--- src/rtl/mdec_pipe_if.sv ---
// Handshake bundle for mdec_pipe: index in, decoded word out, error counter.
// dec_mode exists only when MDEC_THERMO_EN is defined.
interface mdec_pipe_if #(
  parameter int IN_W  = 3,
  parameter int OUT_W = 8
);
  logic             dec_in_valid;
  logic             dec_in_ready;
  logic [IN_W-1:0]  dec_in;
  logic             dec_out_valid;
  logic             dec_out_ready;
  logic [OUT_W-1:0] dec_out;
  logic             dec_err;
  logic [7:0]       dec_err_cnt;
  logic             dec_err_clr;
`ifdef MDEC_THERMO_EN
  logic             dec_mode;

  modport master (
    output dec_in_valid, dec_in, dec_out_ready, dec_err_clr, dec_mode,
    input  dec_in_ready, dec_out_valid, dec_out, dec_err, dec_err_cnt
  );
  modport slave (
    input  dec_in_valid, dec_in, dec_out_ready, dec_err_clr, dec_mode,
    output dec_in_ready, dec_out_valid, dec_out, dec_err, dec_err_cnt
  );
`else
  modport master (
    output dec_in_valid, dec_in, dec_out_ready, dec_err_clr,
    input  dec_in_ready, dec_out_valid, dec_out, dec_err, dec_err_cnt
  );
  modport slave (
    input  dec_in_valid, dec_in, dec_out_ready, dec_err_clr,
    output dec_in_ready, dec_out_valid, dec_out, dec_err, dec_err_cnt
  );
`endif
endinterface

--- src/rtl/mdec_pipe.sv ---
// Registered index-to-one-hot decoder behind a two-entry skid buffer.
// Define MDEC_THERMO_EN to add a per-word thermometer mode (dec_mode).
module mdec_pipe #(
  parameter int IN_W  = 3,
  parameter int OUT_W = 8
) (
  input  logic         dec_clk,
  input  logic         dec_rst_n,
  mdec_pipe_if.slave   bus
);

  typedef struct packed {
    logic [OUT_W-1:0] word;
    logic             err;
  } ent_t;

  typedef enum logic [1:0] {EMPTY, BUSY, FULL} state_t;

  // Index widened by one bit so OUT_W == 2^IN_W is representable.
  localparam logic [IN_W:0] LIM = (IN_W+1)'(OUT_W);

  logic [IN_W:0]    idx_x;
  logic [OUT_W-1:0] oh;
  ent_t             new_ent;

  assign idx_x = {1'b0, bus.dec_in};

  for (genvar i = 0; i < OUT_W; i++) begin : g_oh
    assign oh[i] = (idx_x == (IN_W+1)'(i));
  end

`ifdef MDEC_THERMO_EN
  logic [OUT_W-1:0] th;
  for (genvar i = 0; i < OUT_W; i++) begin : g_th
    assign th[i] = ((IN_W+1)'(i) <= idx_x);
  end
  assign new_ent.word = bus.dec_mode ? th : oh;
`else
  assign new_ent.word = oh;
`endif
  assign new_ent.err = (idx_x >= LIM);

  state_t state, nxt;
  ent_t   main_q, skid_q;
  logic   in_x, out_x, bad_x;
  logic   ld_main_new, ld_main_skid, ld_skid;
  logic [7:0] cnt_q;

  assign in_x  = bus.dec_in_valid && (state != FULL);
  assign out_x = (state != EMPTY) && bus.dec_out_ready;
  assign bad_x = in_x && new_ent.err;

  always_comb begin
    nxt          = state;
    ld_main_new  = 1'b0;
    ld_main_skid = 1'b0;
    ld_skid      = 1'b0;
    case (state)
      EMPTY: if (in_x) begin
        ld_main_new = 1'b1;
        nxt         = BUSY;
      end
      BUSY: begin
        if (in_x && out_x) begin
          ld_main_new = 1'b1;
        end else if (in_x) begin
          ld_skid = 1'b1;
          nxt     = FULL;
        end else if (out_x) begin
          nxt = EMPTY;
        end
      end
      FULL: if (out_x) begin
        ld_main_skid = 1'b1;
        nxt          = BUSY;
      end
      default: nxt = EMPTY;
    endcase
  end

  always_ff @(posedge dec_clk) begin
    if (!dec_rst_n) begin
      state  <= EMPTY;
      main_q <= '0;
      skid_q <= '0;
      cnt_q  <= '0;
    end else begin
      state <= nxt;
      if (ld_main_new)       main_q <= new_ent;
      else if (ld_main_skid) main_q <= skid_q;
      if (ld_skid)           skid_q <= new_ent;
      // A clear racing an error still records that error.
      if (bus.dec_err_clr)               cnt_q <= {7'b0, bad_x};
      else if (bad_x && cnt_q != 8'hFF)  cnt_q <= cnt_q + 8'd1;
    end
  end

  assign bus.dec_in_ready  = (state != FULL);
  assign bus.dec_out_valid = (state != EMPTY);
  assign bus.dec_out       = main_q.word;
  assign bus.dec_err       = main_q.err;
  assign bus.dec_err_cnt   = cnt_q;

endmodule

--- src/flat_wrapper.sv ---
// flat-port wrapper written by rule: the top's interface ports become plain ports
module mdec_pipe_flat 
#(
  parameter int IN_W  = 3,
  parameter int OUT_W = 8
)
  (dec_clk, dec_rst_n, bus_dec_in_valid, bus_dec_in, bus_dec_out_ready, bus_dec_err_clr, bus_dec_in_ready, bus_dec_out_valid, bus_dec_out, bus_dec_err, bus_dec_err_cnt);
  mdec_pipe_if #(.IN_W(IN_W), .OUT_W(OUT_W)) bus_i ();
  input  logic dec_clk;
  input  logic dec_rst_n;
  input wire logic [$bits(bus_i.dec_in_valid)-1:0] bus_dec_in_valid;
  input wire logic [$bits(bus_i.dec_in)-1:0] bus_dec_in;
  input wire logic [$bits(bus_i.dec_out_ready)-1:0] bus_dec_out_ready;
  input wire logic [$bits(bus_i.dec_err_clr)-1:0] bus_dec_err_clr;
  output wire logic [$bits(bus_i.dec_in_ready)-1:0] bus_dec_in_ready;
  output wire logic [$bits(bus_i.dec_out_valid)-1:0] bus_dec_out_valid;
  output wire logic [$bits(bus_i.dec_out)-1:0] bus_dec_out;
  output wire logic [$bits(bus_i.dec_err)-1:0] bus_dec_err;
  output wire logic [$bits(bus_i.dec_err_cnt)-1:0] bus_dec_err_cnt;
  assign bus_i.dec_in_valid = bus_dec_in_valid;
  assign bus_i.dec_in = bus_dec_in;
  assign bus_i.dec_out_ready = bus_dec_out_ready;
  assign bus_i.dec_err_clr = bus_dec_err_clr;
  assign bus_dec_in_ready = bus_i.dec_in_ready;
  assign bus_dec_out_valid = bus_i.dec_out_valid;
  assign bus_dec_out = bus_i.dec_out;
  assign bus_dec_err = bus_i.dec_err;
  assign bus_dec_err_cnt = bus_i.dec_err_cnt;
  mdec_pipe #(.IN_W(IN_W), .OUT_W(OUT_W)) u_core (.dec_clk(dec_clk), .dec_rst_n(dec_rst_n), .bus(bus_i));
endmodule
--- config.mk ---
export PLATFORM = sky130hd
export DESIGN_NAME = mdec_pipe_flat
export DESIGN_NICKNAME = d
export VERILOG_FILES = /design/src/rtl/mdec_pipe_if.sv /design/src/rtl/mdec_pipe.sv /design/src/flat_wrapper.sv
export SDC_FILE = /design/constraint.sdc
export NUM_CORES = 1
export LEC_CHECK = 0
export CAP_MARGIN = 20
export CELL_PAD_IN_SITES_DETAIL_PLACEMENT = 0
export CELL_PAD_IN_SITES_GLOBAL_PLACEMENT = 1
export CORE_ASPECT_RATIO = 0.75
export CORE_MARGIN = 2
export CORE_UTILIZATION = 34
export DETAILED_ROUTE_END_ITERATION = 10
export PLACE_DENSITY = 0.78
export SYNTH_ARGS = -nofsm -noshare
export SYNTH_HDL_FRONTEND = slang
export SYNTH_SLANG_ARGS = --single-unit
--- constraint.sdc ---
create_clock -name dec_clk -period 1.75 [get_ports dec_clk]
set_clock_uncertainty 0.2 [all_clocks]
set_input_delay 0.4375 -clock dec_clk [delete_from_list [all_inputs] [get_ports dec_clk]]
set_output_delay 0.4375 -clock dec_clk [all_outputs]
set_load 0.03 [all_outputs]
==> results.tsv, run 1 <==
stage	metric	value	unit
cells_and_area	area delta synth->final	27.0	%
route	DRT iter0 DRCs	50	
cells_and_area	fraction of layout cells with a size suffix above 1	17.3	%
timing	RSZ-0062 raised after global routing	yes	
floorplanning	# rows	16	
route	Total Wirelength	2280	um
logic_synthesis	Post-Synthesis Cells	110	
critical_path	Critical Path Fanout Max	8	
floorplanning	die area	0.00336	mm^2
critical_path	arrival time worst endpoint	1.70	ns
outcome	status	finished, final reports clean	
clock_tree	Post-CTS Setup Inserts	0	
floorplanning	CORE AREA	0.00268	mm^2
power_and_ir_drop	Static Leak	0.000537	uW
global_route	total track usage	16.3	%
logic_synthesis	Top FF cell, synth	dfxtp_1	
logic_synthesis	Area contributors post-synth	dfxtp_1 (39%), buf_4 (7.6%), nand2_1 (4.9%), a21oi_1 (4.1%), mux2i_1 (4.1%)	
clock_tree	Root Buffer	clkbuf_8	
logic_synthesis	post-synth top area share	38.5	%
global_route	first-pass GRT wire length	4150	um
route	via count	861	
timing	setup violators final	0	
place	GP Congestion	0.750	
clock_tree	hold_buf cts	0	
global_route	pin count of the biggest net entering global routing	15	
timing	Final Hold Viols	0	
floorplanning	die width	66.2	um
power_and_ir_drop	Pwr Total	960	uW
logic_synthesis	post-synthesis sequential area ratio	38.5	%
logic_synthesis	Post-synth EDFFs	0	
route	Detailed Routing Iterations Pass 1	4	
route	WL/cell	13.5	um
logic_synthesis	Synth Area per Inst	8.97	um^2
cells_and_area	Final nets	142	
timing	fin crit share	97.4	%
route	routed vias/inst	5.09	
timing	Slew Viols, Final	0	
global_route	vias in the first global route	882	
logic_synthesis	Synth async-reset ratio	0	%
clock_tree	Worst-Skew Late Latency	0.26	ns
cells_and_area	final design utilization	46.7	%
global_route	initial antenna violation count	0	
logic_synthesis	mapped cell area	987	um^2
power_and_ir_drop	pwr dens	766	mW/mm^2
clock_tree	TritonCTS clock tree	done	
critical_path	Setup crit end kind	flip-flop	
route	drt drc	0	
critical_path	Reg2Reg Depth	5	
hold_path	worst hold-check path type	flip-flop to flip-flop	
clock_tree	clock slew seen by the registers of the worst setup and hold paths	0.07	ns
hold_path	hold depth	2	
logic_synthesis	Yosys reg bits	19	
floorplanning	Initial Utilization	36.8	%
power_and_ir_drop	Worst VDD drop	0.499	mV
floorplanning	Die Y	50.7	um
cells_and_area	antenna cells	0	
run	# Max-Cap Violations	0	
logic_synthesis	Synth area leader	dfxtp_1	
critical_path	crit start category	input port	
clock_tree	clk sinks	19	
timing	post-layout min period	1.71	ns
logic_synthesis	synthesis warning total	0	
clock_tree	H-tree depth	1	
floorplanning	I/O pin count	27	
clock_tree	Num CTS Buffers	3	
place	port buffer count	18	
timing	Peak Freq	0.586	GHz
critical_path	WP data required	1.74	ns
global_route	grt ovf	0	
clock_tree	clk buf depth	2	
logic_synthesis	post-synth cell types	35	
place	HPWL after detailed placement	1580	um
timing	Fin Setup TNS	0	ns
route	remaining antenna violation count after routing	0	
critical_path	Setup CP Type	input port to flip-flop	
## where the power goes
part	internal (uW)	total, uW	switching, uW	leakage, uW
sequential	446	452	6.12	0.000154
combinational	77.1	198	120	0.000360
clock	162	310	148	0.0000228
total	686	960	274	0.000537
## logic make-up after synthesis
logic type / after synthesis / synth area share, %
simple gates: 36 / 22.1
compound gates: 33 / 22.8
flops: 19 / 38.5
buf+inv: 17 / 12.2
mux: 4 / 4.06
other cells: 1 / 0.380
## worst max-delay path, stage by stage
cell             delay [ns]
clkdlybuf4s50_1        0.61
nor3b_1                0.34
a32oi_1                0.15
a21oi_1                0.15
## placed cells by master (no fill, tap or decap), types with 6 or more instances in the layout
cell type | netlist | routed
conb_1 | 1 | 8
clkdlybuf4s50_1 | 0 | 6
nand2_1 | 13 | 13
dfxtp_1 | 19 | 19
buf_4 | 10 | 11
a21oi_1 | 8 | 8
dlygate4sd2_1 | 0 | 9
## timing repair
action / 4_1_cts / 5_1_grt
setup endpoints to repair: 18 / 16
resized for setup: 15 / 7
pin swaps: 1 / 0
endpoints found under the hold margin: 0 / 0
## path summary, 6_finish.rpt
check        slack [ns]                           from                            endpoint
min                0.27  u_core.skid_q[8]$_SDFFE_PN0P_  u_core.bus.dec_out[7]$_SDFFE_PN0P_
max                0.04                  bus_dec_in[2]  u_core.bus.dec_out[4]$_SDFFE_PN0P_
max reg2reg        0.28   u_core.state[1]$_SDFFE_PN0P_  u_core.bus.dec_out[6]$_SDFFE_PN0P_
min reg2reg        0.27  u_core.skid_q[8]$_SDFFE_PN0P_  u_core.bus.dec_out[7]$_SDFFE_PN0P_
## sequential cells by signal (all words and copies together), names as in the netlist
register                cells
u_core.bus.dec_out          8
u_core.skid_q               8
u_core.state                2
u_core.bus.dec_err_cnt      1
## metal layers
| layer | part of all wire, % | track usage (%) |
|---|---|---|
| met5 | 0 | 0 |
| met4 | 1.4 | 6.12 |
| met3 | 5.2 | 4.93 |
| met2 | 44 | 24.5 |
| met1 | 49 | 22.0 |
## metrics by stage
stage	hold WS, ns	cell area (um^2)	setup WS, ns	instances
final	0.270	1250	0.0449	169
after global routing	0.311	1250	-0.0514	169
after CTS	0.272	1240	-0.0280	169
after detailed placement	0.261	1190	-0.307	165
after global placement	0.263	1190	-0.292	165
after floorplan	0.246	1010	0.262	117
## layout make-up
| class | count | area, um^2 |
|---|---|---|
| clock buffer | 4 | 45.0 |
| fill | 276 | 1430 |
| inverter | 1 | 3.75 |
| multi-input combinational | 81 | 541 |
| sequential | 19 | 380 |
| tap | 36 | 45.0 |
| timing repair buffer | 28 | 239 |
## synth_stat cells (3+ instances only)
library cell,instances
o21ai_1,4
o211ai_1,3
buf_4,10
a21oi_1,8
nor2_1,4
dfxtp_1,19
nor3b_1,4
buf_2,3
a32oi_1,4
mux2i_1,4
nand2_1,13
and3b_1,4
Note: power is estimated with default switching activity, not from simulation.
==> run 2, diff against run 1 <==
ABC_AREA = 1   (was unset)
CORE_UTILIZATION = 31   (was 34)
CTS_CLUSTER_SIZE = 16   (was unset)
PLACE_DENSITY = 0.77   (was 0.78)
==> run 2 against run 1 <==
Against the previous run: register-to-register slack better by 0.04 ns; cell count rose by 28%; wire length decreased by 3.4%; clock-buffer cell count is the same; first-iteration DRC count shrank 24%; global-route usage is 2.0 points lower; sequential share of layout area fell by 0.24 points; fmax is 2.6% higher; setup slack better by 0.043 ns; synthesized cell count is 35% higher; synthesized area down 3.4%; largest cell class unchanged.
==> results.tsv, run 2 <==
stage	metric	value	unit
outcome	status	finished, final reports clean	
route	drt drc	0	
floorplanning	CORE AREA	0.00294	mm^2
critical_path	Setup crit end kind	output pin	
floorplanning	Die Y	52.0	um
timing	RSZ-0062 raised after global routing	no	
clock_tree	clk buf depth	2	
cells_and_area	Final nets	187	
critical_path	Setup CP Type	flip-flop to output pin	
timing	setup violators final	0	
power_and_ir_drop	Static Leak	0.000648	uW
logic_synthesis	Synth async-reset ratio	0	%
run	# Max-Cap Violations	0	
timing	post-layout worst setup margin	0.0882	ns
timing	Peak Freq	0.602	GHz
clock_tree	clk sinks	19	
logic_synthesis	Post-Synthesis Cells	148	
clock_tree	Num CTS Buffers	3	
logic_synthesis	Area contributors post-synth	dfxtp_1 (40%), nand2_1 (15%), nor2_1 (12%), nand3_1 (7.3%), buf_4 (7.1%)	
timing	worst hold slack	0.236	ns
clock_tree	clock slew seen by the registers of the worst setup and hold paths	0.07	ns
logic_synthesis	post-synth top area share	39.9	%
power_and_ir_drop	Power Internal	687	uW
logic_synthesis	most common cell in the netlist	nand2_1	
logic_synthesis	post-synth cell types	12	
cells_and_area	antenna cells	0	
floorplanning	Initial Utilization	32.5	%
timing	Slew Viols, Final	0	
power_and_ir_drop	pwr dens	771	mW/mm^2
clock_tree	hold_buf cts	0	
power_and_ir_drop	clock share of power	32.0	%
logic_synthesis	Top FF cell, synth	dfxtp_1	
clock_tree	Root Buffer	clkbuf_8	
logic_synthesis	mapped cell area	953	um^2
route	remaining antenna violation count after routing	0	
route	Total Wirelength	2200	um
logic_synthesis	Yosys reg bits	19	
floorplanning	# rows	17	
global_route	total track usage	14.3	%
floorplanning	die width	68.0	um
floorplanning	I/O pin count	27	
cells_and_area	fraction of layout cells with a size suffix above 1	12.9	%
logic_synthesis	Post-synth EDFFs	0	
route	Detailed Routing Iterations Pass 1	4	
logic_synthesis	Synth top cells by count	nand2_1 (39), nor2_1 (31), dfxtp_1 (19)	
cells_and_area	Final Cell Area	0.00126	mm^2
cells_and_area	area delta synth->final	32.5	%
place	port buffer count	18	
place	DP Worst Slack	-0.215	ns
critical_path	WP data required	1.11	ns
clock_tree	H-tree depth	1	
timing	Fin Setup TNS	0	ns
global_route	pin count of the biggest net entering global routing	16	
power_and_ir_drop	share of total power in sequential cells	47.5	%
critical_path	Critical Path Fanout Max	6	
timing	post-layout min period	1.66	ns
route	routed vias/inst	4.36	
logic_synthesis	post-synthesis sequential area ratio	39.9	%
clock_tree	Post-CTS Setup Inserts	0	
clock_tree	Worst-Skew Late Latency	0.26	ns
place	GP Congestion	0.798	
global_route	initial antenna violation count	0	
route	WL/cell	10.2	um
power_and_ir_drop	sw frac	29.5	%
critical_path	Reg2Reg Depth	7	
global_route	grt ovf	0	
cells_and_area	commonest non-fill, non-tap cell in the layout	nand2_1	
global_route	vias in the first global route	858	
place	HPWL after detailed placement	1590	um
timing	Final Hold Viols	0	
route	DRT iter0 DRCs	38	
critical_path	crit start category	flip-flop	
clock_tree	TritonCTS clock tree	done	
logic_synthesis	Synth area leader	dfxtp_1	
cells_and_area	most frequent cells in the layout	nand2_1 (36), nor2_1 (29), dfxtp_1 (19), inv_1 (16), nand3_1 (14)	
global_route	first-pass GRT wire length	3750	um
power_and_ir_drop	Worst VDD drop	0.433	mV
power_and_ir_drop	Psw	287	uW
critical_path	arrival time worst endpoint	1.02	ns
power_and_ir_drop	Comb power frac	20.5	%
logic_synthesis	synthesis warning total	0	
cells_and_area	final design utilization	43.1	%
hold_path	hold depth	2	
route	via count	941	
timing	fin crit share	95.0	%
hold_path	worst hold-check path type	flip-flop to flip-flop	
floorplanning	die area	0.00354	mm^2
place	placed cell area	0.00121	mm^2
logic_synthesis	Synth Area per Inst	6.44	um^2
[run 2: what timing repair did]
item,CTS,global route
endpoints found under the setup margin,9,6
pin swaps,0,1
resized for setup,9,6
[run 2: layout make-up]
class / instances / area (um^2)
tap: 38 / 47.5
inverter: 16 / 60.1
clock buffer: 4 / 45.0
multi-input combinational: 109 / 462
timing repair buffer: 30 / 269
sequential: 19 / 380
fill: 317 / 1670
[run 2: metrics by stage]
stage               power [uW]  cells
floorplan                  608    155
global placement           673    212
detailed placement         674    212
CTS                        987    216
global route              1030    216
finish                     975    216
[run 2: per-layer routing]
metal | vias to the layer above | share of wire [%] | GRT usage [%]
met1 | 411 | 51 | 19.2
met4 | 0 | 1.7 | 5.00
met3 | 4 | 5.5 | 4.76
met2 | 25 | 41 | 21.4
li1 | 501 | - | -
met5 | - | 0 | 0
[run 2: path summary, 6_finish.rpt]
kind | end | start | slack, ns
worst max-delay path | bus_dec_out_valid | u_core.state[1]$_SDFFE_PN0P_ | 0.09
worst max register to register | u_core.bus.dec_out[5]$_SDFFE_PN0P_ | u_core.state[0]$_SDFFE_PN0P_ | 0.32
worst min-delay path | u_core.bus.dec_err_cnt[0]$_SDFFE_PN0P_ | u_core.bus.dec_err_cnt[0]$_SDFFE_PN0P_ | 0.24
worst min register to register | u_core.bus.dec_err_cnt[0]$_SDFFE_PN0P_ | u_core.bus.dec_err_cnt[0]$_SDFFE_PN0P_ | 0.24
[run 2: power by group through the flow]
| stage | clock network [uW] | logic, uW | registers (uW) |
|---|---|---|---|
| after global routing | 341 | 223 | 465 |
| after floorplan | 0 | 118 | 490 |
| after global placement | 0 | 201 | 473 |
| after detailed placement | 0 | 202 | 472 |
| final | 312 | 200 | 463 |
| after CTS | 328 | 196 | 462 |
[run 2: cells by family after synthesis]
logic type,Yosys count,share of synthesized area [%]
AND/OR/NAND/NOR,89,37.7
other,1,0.393
flip-flops,19,39.9
buffers and inverters,27,15.7
AO/OA/AOI/OAI,12,6.30
[run 2: critical path, stage by stage, from the launching register on]
cell and delay (ns):
dfxtp_1 0.44, inv_1 0.11, nand2_1 0.07, buf_4 0.15
